## src/rtl/complex_divider.sv

```systemverilog
// Sequential complex divider: Q = N / D for a packed 17-bit complex dividend and an
// 8-bit complex divisor, using two parallel restoring dividers sequenced by an FSM.
module complex_divider #(
  parameter int PART_W = 8,
  parameter int NUM_W  = 17
) (
  input  logic                  Clk,
  input  logic                  Reset,
  input  logic [2*NUM_W-1:0]    Dividend,
  input  logic [2*PART_W-1:0]   Divisor,
  input  logic                  InValid,
  output logic                  InReady,
  output logic [2*PART_W-1:0]   Quotient,
  output logic                  DivByZero,
  output logic                  OutValid,
  input  logic                  OutReady
);

  localparam int PROD_W = NUM_W + PART_W + 1;  // signed x*c + y*d
  localparam int MAG_W  = PROD_W - 1;          // |Pr|, |Pi| and quotient magnitude
  localparam int M_W    = 2 * PART_W;          // c^2 + d^2
  localparam int REM_W  = M_W + 1;
  localparam int CNT_W  = $clog2(MAG_W);
  localparam logic [CNT_W-1:0] LAST_ITER = CNT_W'(MAG_W - 1);

  typedef enum logic [2:0] {IDLE, PREP, DIV, FIN, DONE} state_t;

  state_t                    state;
  logic [CNT_W-1:0]          cnt;
  logic signed [NUM_W-1:0]   x, y;
  logic signed [PART_W-1:0]  c, d;
  logic [M_W-1:0]            m;
  logic                      z, neg_r, neg_i;
  logic [MAG_W-1:0]          num_r, num_i;
  logic [REM_W-1:0]          rem_r, rem_i;

  logic signed [PROD_W-1:0]  pr_c, pi_c;
  logic [M_W-1:0]            m_c;
  logic [MAG_W-1:0]          pr_mag, pi_mag;
  logic [MAG_W-1:0]          num_r_nx, num_i_nx;
  logic [REM_W-1:0]          rem_r_nx, rem_i_nx;

  // One restoring step; the quotient bit shifts into the LSB of the numerator register.
  function automatic logic [REM_W+MAG_W-1:0] div_step(
    input logic [REM_W-1:0] rem,
    input logic [MAG_W-1:0] num,
    input logic [M_W-1:0]   dv
  );
    logic [REM_W-1:0] sh;
    logic             ge;
    sh = {rem[REM_W-2:0], num[MAG_W-1]};
    ge = (sh >= {1'b0, dv});
    return {(ge ? sh - {1'b0, dv} : sh), num[MAG_W-2:0], ge};
  endfunction

  function automatic logic [PART_W-1:0] sat(
    input logic             neg,
    input logic [MAG_W-1:0] q
  );
    if (neg)
      return (q > MAG_W'(2**(PART_W-1))) ? {1'b1, {(PART_W-1){1'b0}}} : PART_W'(-q);
    else
      return (q > MAG_W'(2**(PART_W-1) - 1)) ? {1'b0, {(PART_W-1){1'b1}}} : q[PART_W-1:0];
  endfunction

  // Low-order bits of a product are signedness-independent, so sized casts suffice.
  always_comb begin
    pr_c   = signed'(PROD_W'(x)) * signed'(PROD_W'(c)) + signed'(PROD_W'(y)) * signed'(PROD_W'(d));
    pi_c   = signed'(PROD_W'(y)) * signed'(PROD_W'(c)) - signed'(PROD_W'(x)) * signed'(PROD_W'(d));
    m_c    = M_W'(signed'(M_W'(c)) * signed'(M_W'(c))) + M_W'(signed'(M_W'(d)) * signed'(M_W'(d)));
    pr_mag = pr_c[PROD_W-1] ? MAG_W'(-pr_c) : MAG_W'(pr_c);
    pi_mag = pi_c[PROD_W-1] ? MAG_W'(-pi_c) : MAG_W'(pi_c);
    {rem_r_nx, num_r_nx} = div_step(rem_r, num_r, m);
    {rem_i_nx, num_i_nx} = div_step(rem_i, num_i, m);
  end

  assign InReady = (state == IDLE);

  always_ff @(posedge Clk or negedge Reset) begin
    if (!Reset) begin
      state     <= IDLE;
      cnt       <= '0;
      x         <= '0;
      y         <= '0;
      c         <= '0;
      d         <= '0;
      m         <= '0;
      z         <= 1'b0;
      neg_r     <= 1'b0;
      neg_i     <= 1'b0;
      num_r     <= '0;
      num_i     <= '0;
      rem_r     <= '0;
      rem_i     <= '0;
      Quotient  <= '0;
      DivByZero <= 1'b0;
      OutValid  <= 1'b0;
    end else begin
      case (state)
        IDLE: begin
          if (InValid) begin
            x     <= Dividend[2*NUM_W-1:NUM_W];
            y     <= Dividend[NUM_W-1:0];
            c     <= Divisor[2*PART_W-1:PART_W];
            d     <= Divisor[PART_W-1:0];
            state <= PREP;
          end
        end
        PREP: begin
          num_r <= pr_mag;
          num_i <= pi_mag;
          neg_r <= pr_c[PROD_W-1];
          neg_i <= pi_c[PROD_W-1];
          m     <= m_c;
          z     <= (m_c == '0);
          rem_r <= '0;
          rem_i <= '0;
          cnt   <= '0;
          state <= DIV;
        end
        DIV: begin
          num_r <= num_r_nx;
          num_i <= num_i_nx;
          rem_r <= rem_r_nx;
          rem_i <= rem_i_nx;
          cnt   <= cnt + CNT_W'(1);
          if (cnt == LAST_ITER)
            state <= FIN;
        end
        FIN: begin
          if (z) begin
            Quotient  <= '0;
            DivByZero <= 1'b1;
          end else begin
            Quotient  <= {sat(neg_r, num_r), sat(neg_i, num_i)};
            DivByZero <= 1'b0;
          end
          OutValid <= 1'b1;
          state    <= DONE;
        end
        DONE: begin
          if (OutReady) begin
            OutValid <= 1'b0;
            state    <= IDLE;
          end
        end
        default: state <= IDLE;
      endcase
    end
  end

endmodule

```

## config.mk

```make
export PLATFORM = sky130hd
export DESIGN_NAME = complex_divider
export DESIGN_NICKNAME = d
export VERILOG_FILES = /design/src/rtl/complex_divider.sv
export SDC_FILE = /design/constraint.sdc
export NUM_CORES = 2
export LEC_CHECK = 0
export ABC_CLOCK_PERIOD_IN_PS = 8400
export CAP_MARGIN = 0
export CORE_UTILIZATION = 49
export DETAILED_ROUTE_END_ITERATION = 7
export HOLD_SLACK_MARGIN = 0.1
export PLACE_DENSITY = 0.65
export SETUP_SLACK_MARGIN = 0.02
export SLEW_MARGIN = 10
export SYNTH_ARGS = -nofsm -noshare
export SYNTH_HDL_FRONTEND = slang
export SYNTH_SLANG_ARGS = --single-unit
```

## constraint.sdc

```tcl
create_clock -name Clk -period 8.4 [get_ports Clk]
set_clock_uncertainty 0.1 [all_clocks]
set_input_delay 2.1 -clock Clk [delete_from_list [all_inputs] [get_ports Clk]]
set_output_delay 2.1 -clock Clk [all_outputs]
set_load 0.01 [all_outputs]
```

Yosys cells after proc, flatten, opt, wreduce, memory -nomap -nowiden --
Index checks and enable logic that the tools add are counted.
Word-level totals: register bits after elaboration 177, input port bits 54, output and inout bits 19, word-level logic and storage cells 77
Operators by class: $add $sub $neg 10, multiply operators 6, $lt $le $gt $ge 6, eq/ne operators 8, multiplexer cells 23, reduce and logical (&&, ||, !) cells 7
Operators by type and width (count):
- multiplier 17 x 8 -> 25 bit | 4
- case mux 25 bit (2 select lines) | 2
- case mux 16 bit (2 select lines) | 2
- greater-than comparator 25 x 7 -> 1 bit, second input constant | 2
- greater-than comparator 25 x 8 -> 1 bit, second input constant | 2
- 2-to-1 mux 25 bit | 2
- negation 25 bit | 2
- 2-to-1 mux 16 bit | 3
- 2-to-1 mux 8 bit | 6
- greater-or-equal comparator 17 x 16 -> 1 bit | 2
- multiplier 8 x 8 -> 16 bit | 2
- subtractor 16 bit | 2
- adder 25 x 25 -> 26 bit | 1
- subtractor 25 x 25 -> 26 bit | 1
- adder 16 bit | 1
- zero test 16 bit | 1
- negation 8 bit | 2
- case mux 3 bit (5 select lines) | 1
- case mux 5 bit (2 select lines) | 1
- 2-to-1 mux 3 bit | 3
- equality test 3 x 2 -> 1 bit, second input constant | 2
- != test 2 bit, second input constant | 3
- adder 5 x 1 -> 5 bit, second input constant | 1
- equality test 5 bit, second input constant | 1
- other kinds (8) | 11

Logic depth before layout (Yosys ltp) --
word-level depth 5, gate-level depth with buffers 28, gate-level depth less buffers 25

Least setup slack after synthesis --
OpenSTA, ideal clock, no wires.
path type register -> register, start point register d[3], end point register num_i[23], setup time 130 ps, arrival 6637 ps, data required time 8170 ps, setup slack 1534 ps, cell stages (with the launch flop) 23, buffers on the path 2, clock period less this slack 6866 ps, cells stage by stage dfrtp_1 -> clkbuf_1 -> clkbuf_1 -> nand2_1 -> fa_1 -> fa_1 -> fa_1 -> fa_1 -> fa_1 -> inv_1 -> fa_1 -> inv_1 -> ha_1 -> a21o_1 -> a211o_1 -> o2111ai_2 -> a21oi_2 -> or4b_1 -> a31oi_2 -> o311ai_1 -> o31ai_1 -> xor2_1 -> o21ai_1
On the way: cells in the longest elaborated chain, start to end 5
Ends and longest elaborated chain:
- from (decl) | RTL line 31 | logic signed [PART_W-1:0] c, d;
- from (signal assigned) | RTL line 105 | d <= Divisor[PART_W-1:0];
- multiplier 17 x 8 -> 25 bit * | RTL line 69 | pi_c = signed'(PROD_W'(y)) * signed'(PROD_W'(c)) - signed'(PROD_W'(x)) * signed'(PROD_W'(d));
- subtractor 25 x 25 -> 26 bit * | RTL line 69
- negation 25 bit | RTL line 72 | pi_mag = pi_c[PROD_W-1] ? MAG_W'(-pi_c) : MAG_W'(pi_c);
- 2-to-1 mux 25 bit * | RTL line 72
- case mux 25 bit (2 select lines) * | RTL line 99 | case (state)
- to (signal assigned) | RTL line 111 | num_i <= pi_mag;
- to (signal assigned) | RTL line 123 | num_i <= num_i_nx;
- to (decl) | RTL line 34 | logic [MAG_W-1:0] num_r, num_i;
Mark *: on every way between the ends. The rest lies on a longest branch, timed or not. A chain may end at the register's enable or synchronous reset.

Final worst setup path --
start point register d[1], end point register num_r[24]
On the way: cells in the longest elaborated chain, start to end 5
Ends and longest elaborated chain:
- multiplier 17 x 8 -> 25 bit * | RTL line 68 | pr_c = signed'(PROD_W'(x)) * signed'(PROD_W'(c)) + signed'(PROD_W'(y)) * signed'(PROD_W'(d));
- adder 25 x 25 -> 26 bit * | RTL line 68
- negation 25 bit | RTL line 71 | pr_mag = pr_c[PROD_W-1] ? MAG_W'(-pr_c) : MAG_W'(pr_c);
- 2-to-1 mux 25 bit * | RTL line 71
- case mux 25 bit (2 select lines) * | RTL line 99
- to (signal assigned) | RTL line 110 | num_r <= pr_mag;
- to (signal assigned) | RTL line 122 | num_r <= num_r_nx;
- to (decl) | RTL line 34
Marked as above.

==> flow_metrics.env <==
export IMPL_critical_path_arrival_ps=8120
export IMPL_syn_avg_cell_area_sq_um=9.119
export IMPL_die_w_um=267.2
export IMPL_synth_warnings=0
export IMPL_synthMuxAreaShare_pct=1.780
export IMPL_hold_viol=0
export IMPL_worst_pin_slew_ps=1292
export IMPL_hold_end="Quotient[8]"
export IMPL_crit_type="reg -> reg"
export IMPL_drive_above_1_share_pct=4.759
export IMPL_final_setup_viol_count=0
export IMPL_rsz0062_at_grt="no"
export IMPL_die_height_um=267.2
export IMPL_relSlewSlack_pct=13.84
export IMPL_initial_core_util_pct=49.88
export IMPL_path_clk_slew_ps=80
export IMPL_antenna_cells=0
export IMPL_critPathLaunch="d[1]"
export IMPL_yosysTopAreaCell="fa_1"
export IMPL_dr_pass1_iters=5
export IMPL_cpMostUsedCell="fa_1"
export IMPL_synth_xor_area_share_pct=4.111
export IMPL_cts_tree="built"
export IMPL_synthCells=3778
export IMPL_clock_sinks=177
export IMPL_syn_to_final_growth_pct=7.013
export IMPL_num_vias=24846
export IMPL_max_freq_mhz=127.4
export IMPL_io_pin_count=73
export IMPL_n_fill_cell=6415
export IMPL_ff2ff_setup_slack_ps=550
export IMPL_via_per_inst=5.272
export IMPL_post_place_ws_ps=574.8
export IMPL_dr_wl_met3_um=3997
export IMPL_holdCritStartpoint="Quotient[8]"
export IMPL_synth_top_area_share_pct=37.77
export IMPL_hold_path_class="reg -> reg"
export IMPL_cts_resized=0
export IMPL_setup_slack_ps=551.8
export IMPL_grt_pass1_vias=25875
export IMPL_period_share_pct=93.43
export IMPL_endpoint_kind="register"
export IMPL_postCtsSetupRepairBufs=0
export IMPL_syn_nets=4729
export IMPL_synth_top_family_by_area="adder cells"
export IMPL_yosys_area_share_simple_pct=14.83
export IMPL_dieArea_sq_um=71370
export IMPL_start_kind="register"
export IMPL_synth_compound_area_share_pct=8.985
export IMPL_synth_cell_types=84
export IMPL_clock_latency_ps=510
export IMPL_wl_met1_um=37520
export IMPL_cts_root_buf="clkbuf_16"
export IMPL_synth_enable_flop_cells=0
export IMPL_cp_cell_sequence="nand2_1, fa_1, inv_1, fa_1, fa_1, fa_1, fa_1, inv_1, fa_1, inv_1, ha_1, a21o_1, nor4_2, a21oi_1, o21ai_1, a21oi_1, o41ai_1, o21bai_1, a21oi_1, xor2_1, xnor2_1, o21ai_1"
export IMPL_critPathBufInv=3
export IMPL_min_period_ps=7848
export IMPL_path_max_fanout=28
export IMPL_drv_cap=0
export IMPL_rows=96
export IMPL_detail_route_wl_per_cell_um=17.49
export IMPL_drc=0
export IMPL_regToRegEndpoint="num_r[24]"
export IMPL_rr_worst_depth=22
export IMPL_htreeDepth=4
export IMPL_slowest_stage="dfrtp_1"
export IMPL_grt_antenna_before_repair=0
export IMPL_async_reset_ff_share_pct=100.0
export IMPL_worstReg2RegStart="d[1]"
export IMPL_port_buffers=72
export IMPL_postCtsHoldBufs=0
export IMPL_antenna_left=0
export IMPL_cts_buffer_depth=2
export IMPL_wl_met2_um=39090
export IMPL_grt_max_degree=67
export IMPL_synthAdderAreaFrac_pct=46.74
export IMPL_cp_required_ps=8680
export IMPL_place_congestion=0.8873
export IMPL_critPathTopFamily="adder cells"
export IMPL_dp_cells=4681
export IMPL_grt_use_total_pct=24.81
export IMPL_status="completed"
export IMPL_wl_um=82430
export IMPL_cp_slowest_stage_delay_ps=1200
export IMPL_cts_buffers_inserted=17
export IMPL_grt_first_pass_wirelength_um=137300
export IMPL_fin_cells=4713
export IMPL_fin_setup_tns_ps=0
export IMPL_core_sq_um=69070
export IMPL_syn_area_sq_um=34450
export IMPL_nets=4720
export IMPL_ys_seq_elements=177
export IMPL_ys_seq_area_share_pct=12.86
export IMPL_top_layer="met4"
export IMPL_synth_ff_type="dfrtp_1"
export IMPL_dp_hpwl_um=65400
export IMPL_final_max_slew_violation_count=0
export IMPL_overflow=0
export IMPL_hold_depth=2
export IMPL_drt_iter0_drc=1490
export IMPL_synth_area_top_cells="fa_1 (38%), dfrtp_1 (13%), ha_1 (9.0%)"
how the worst max path moves through the flow:
stage | to | slack [ps] | cells after the start
final | num_r[24] | 550 | 22
after detailed placement | num_r[23] | 570 | 21
after floorplan | num_i[23] | 1530 | 22
after global placement | num_r[24] | 690 | 22
after global routing | num_r[23] | 110 | 21
after CTS | num_r[23] | 580 | 21
layout by cell type, fill, tap and decap left out, types with 65 or more instances in the layout:
master / instances
o21ai_0: 164
inv_1: 810
and2_1: 271
ha_1: 247
dfrtp_1: 175
nand2_1: 415
buf_4: 65
xnor2_1: 98
nor2_1: 136
a21oi_1: 79
clkdlybuf4s50_1: 71
fa_1: 650
registers in the layout, indices dropped and copies added (netlist names):
name	flops
num_i	25
Quotient	16
cnt	5
OutValid	1
y	17
rem_i	16
state	3
c	8
neg_i	1
rem_r	16
num_r	25
neg_r	1
z	1
d	8
x	17
DivByZero	1
m	16
metrics by stage:
stage	util [%]	hold slack [ps]	area, sq um
floorplan	-	349.2	34450
global placement	52.52	352.9	36270
detailed placement	52.52	358.2	36270
CTS	53.38	378.4	36870
global route	53.38	394.8	36870
finish	53.38	373.5	36870
cell families (layout without fill, tap and decap cells):
| family | after synthesis | count (layout) |
|---|---|---|
| xor gates and xnor gates | 160 | 160 |
| buffers and inverters | 979 | 983 |
| muxes | 56 | 56 |
| DFF | 177 | 177 |
| AOI/OAI and AO/OA | 470 | 470 |
| and+or+nand+nor | 1039 | 1039 |
| adders and majority gates | 897 | 897 |
area by class of cell:
| class | count | area [sq um] | share of cell area, % |
|---|---|---|---|
| inverters | 811 | 3044 | 8.257 |
| clock buffers | 18 | 429.2 | 1.164 |
| flip-flops and latches | 177 | 4432 | 12.02 |
| well taps | 931 | 1165 | 3.160 |
| multi-input cells | 2622 | 26360 | 71.51 |
| clock inverters | 14 | 161.4 | 0.4378 |
| repair buffers | 140 | 1272 | 3.452 |
cell usage after synthesis (11+ instances only):
library cell / instances
a21o_1: 18
a21oi_1: 79
a22o_1: 11
a22oi_1: 51
a31oi_1: 14
and2_1: 273
clkbuf_1: 156
dfrtp_1: 177
fa_1: 650
ha_1: 247
inv_1: 810
mux2_2: 42
mux2i_1: 14
nand2_1: 416
nand2b_1: 55
nand3_1: 23
nand4_1: 17
nor2_1: 137
nor2b_1: 24
nor3_1: 38
nor4_1: 16
o21ai_0: 164
o21ai_1: 14
o21bai_1: 12
o31ai_1: 12
xnor2_1: 99
xor2_1: 59
worst reg2reg max path, delay by kind of cell (launching register included):
family	cells	cell delay, ps
buf+inv	3	150
flops	1	1200
simple gates	2	500
fa+ha+maj	7	3360
xor+xnor	2	480
compound gates	8	1940
routing by layer:
layer / GRT usage (%) / up-vias
met4: 6.679 / 0
met5: 0 / -
li1: - / 11593
met3: 3.292 / 78
met2: 40.47 / 571
met1: 34.72 / 12604
Power is not shown: default switching activity piles up to over one toggle a cycle in this logic, so the estimate is an artifact.
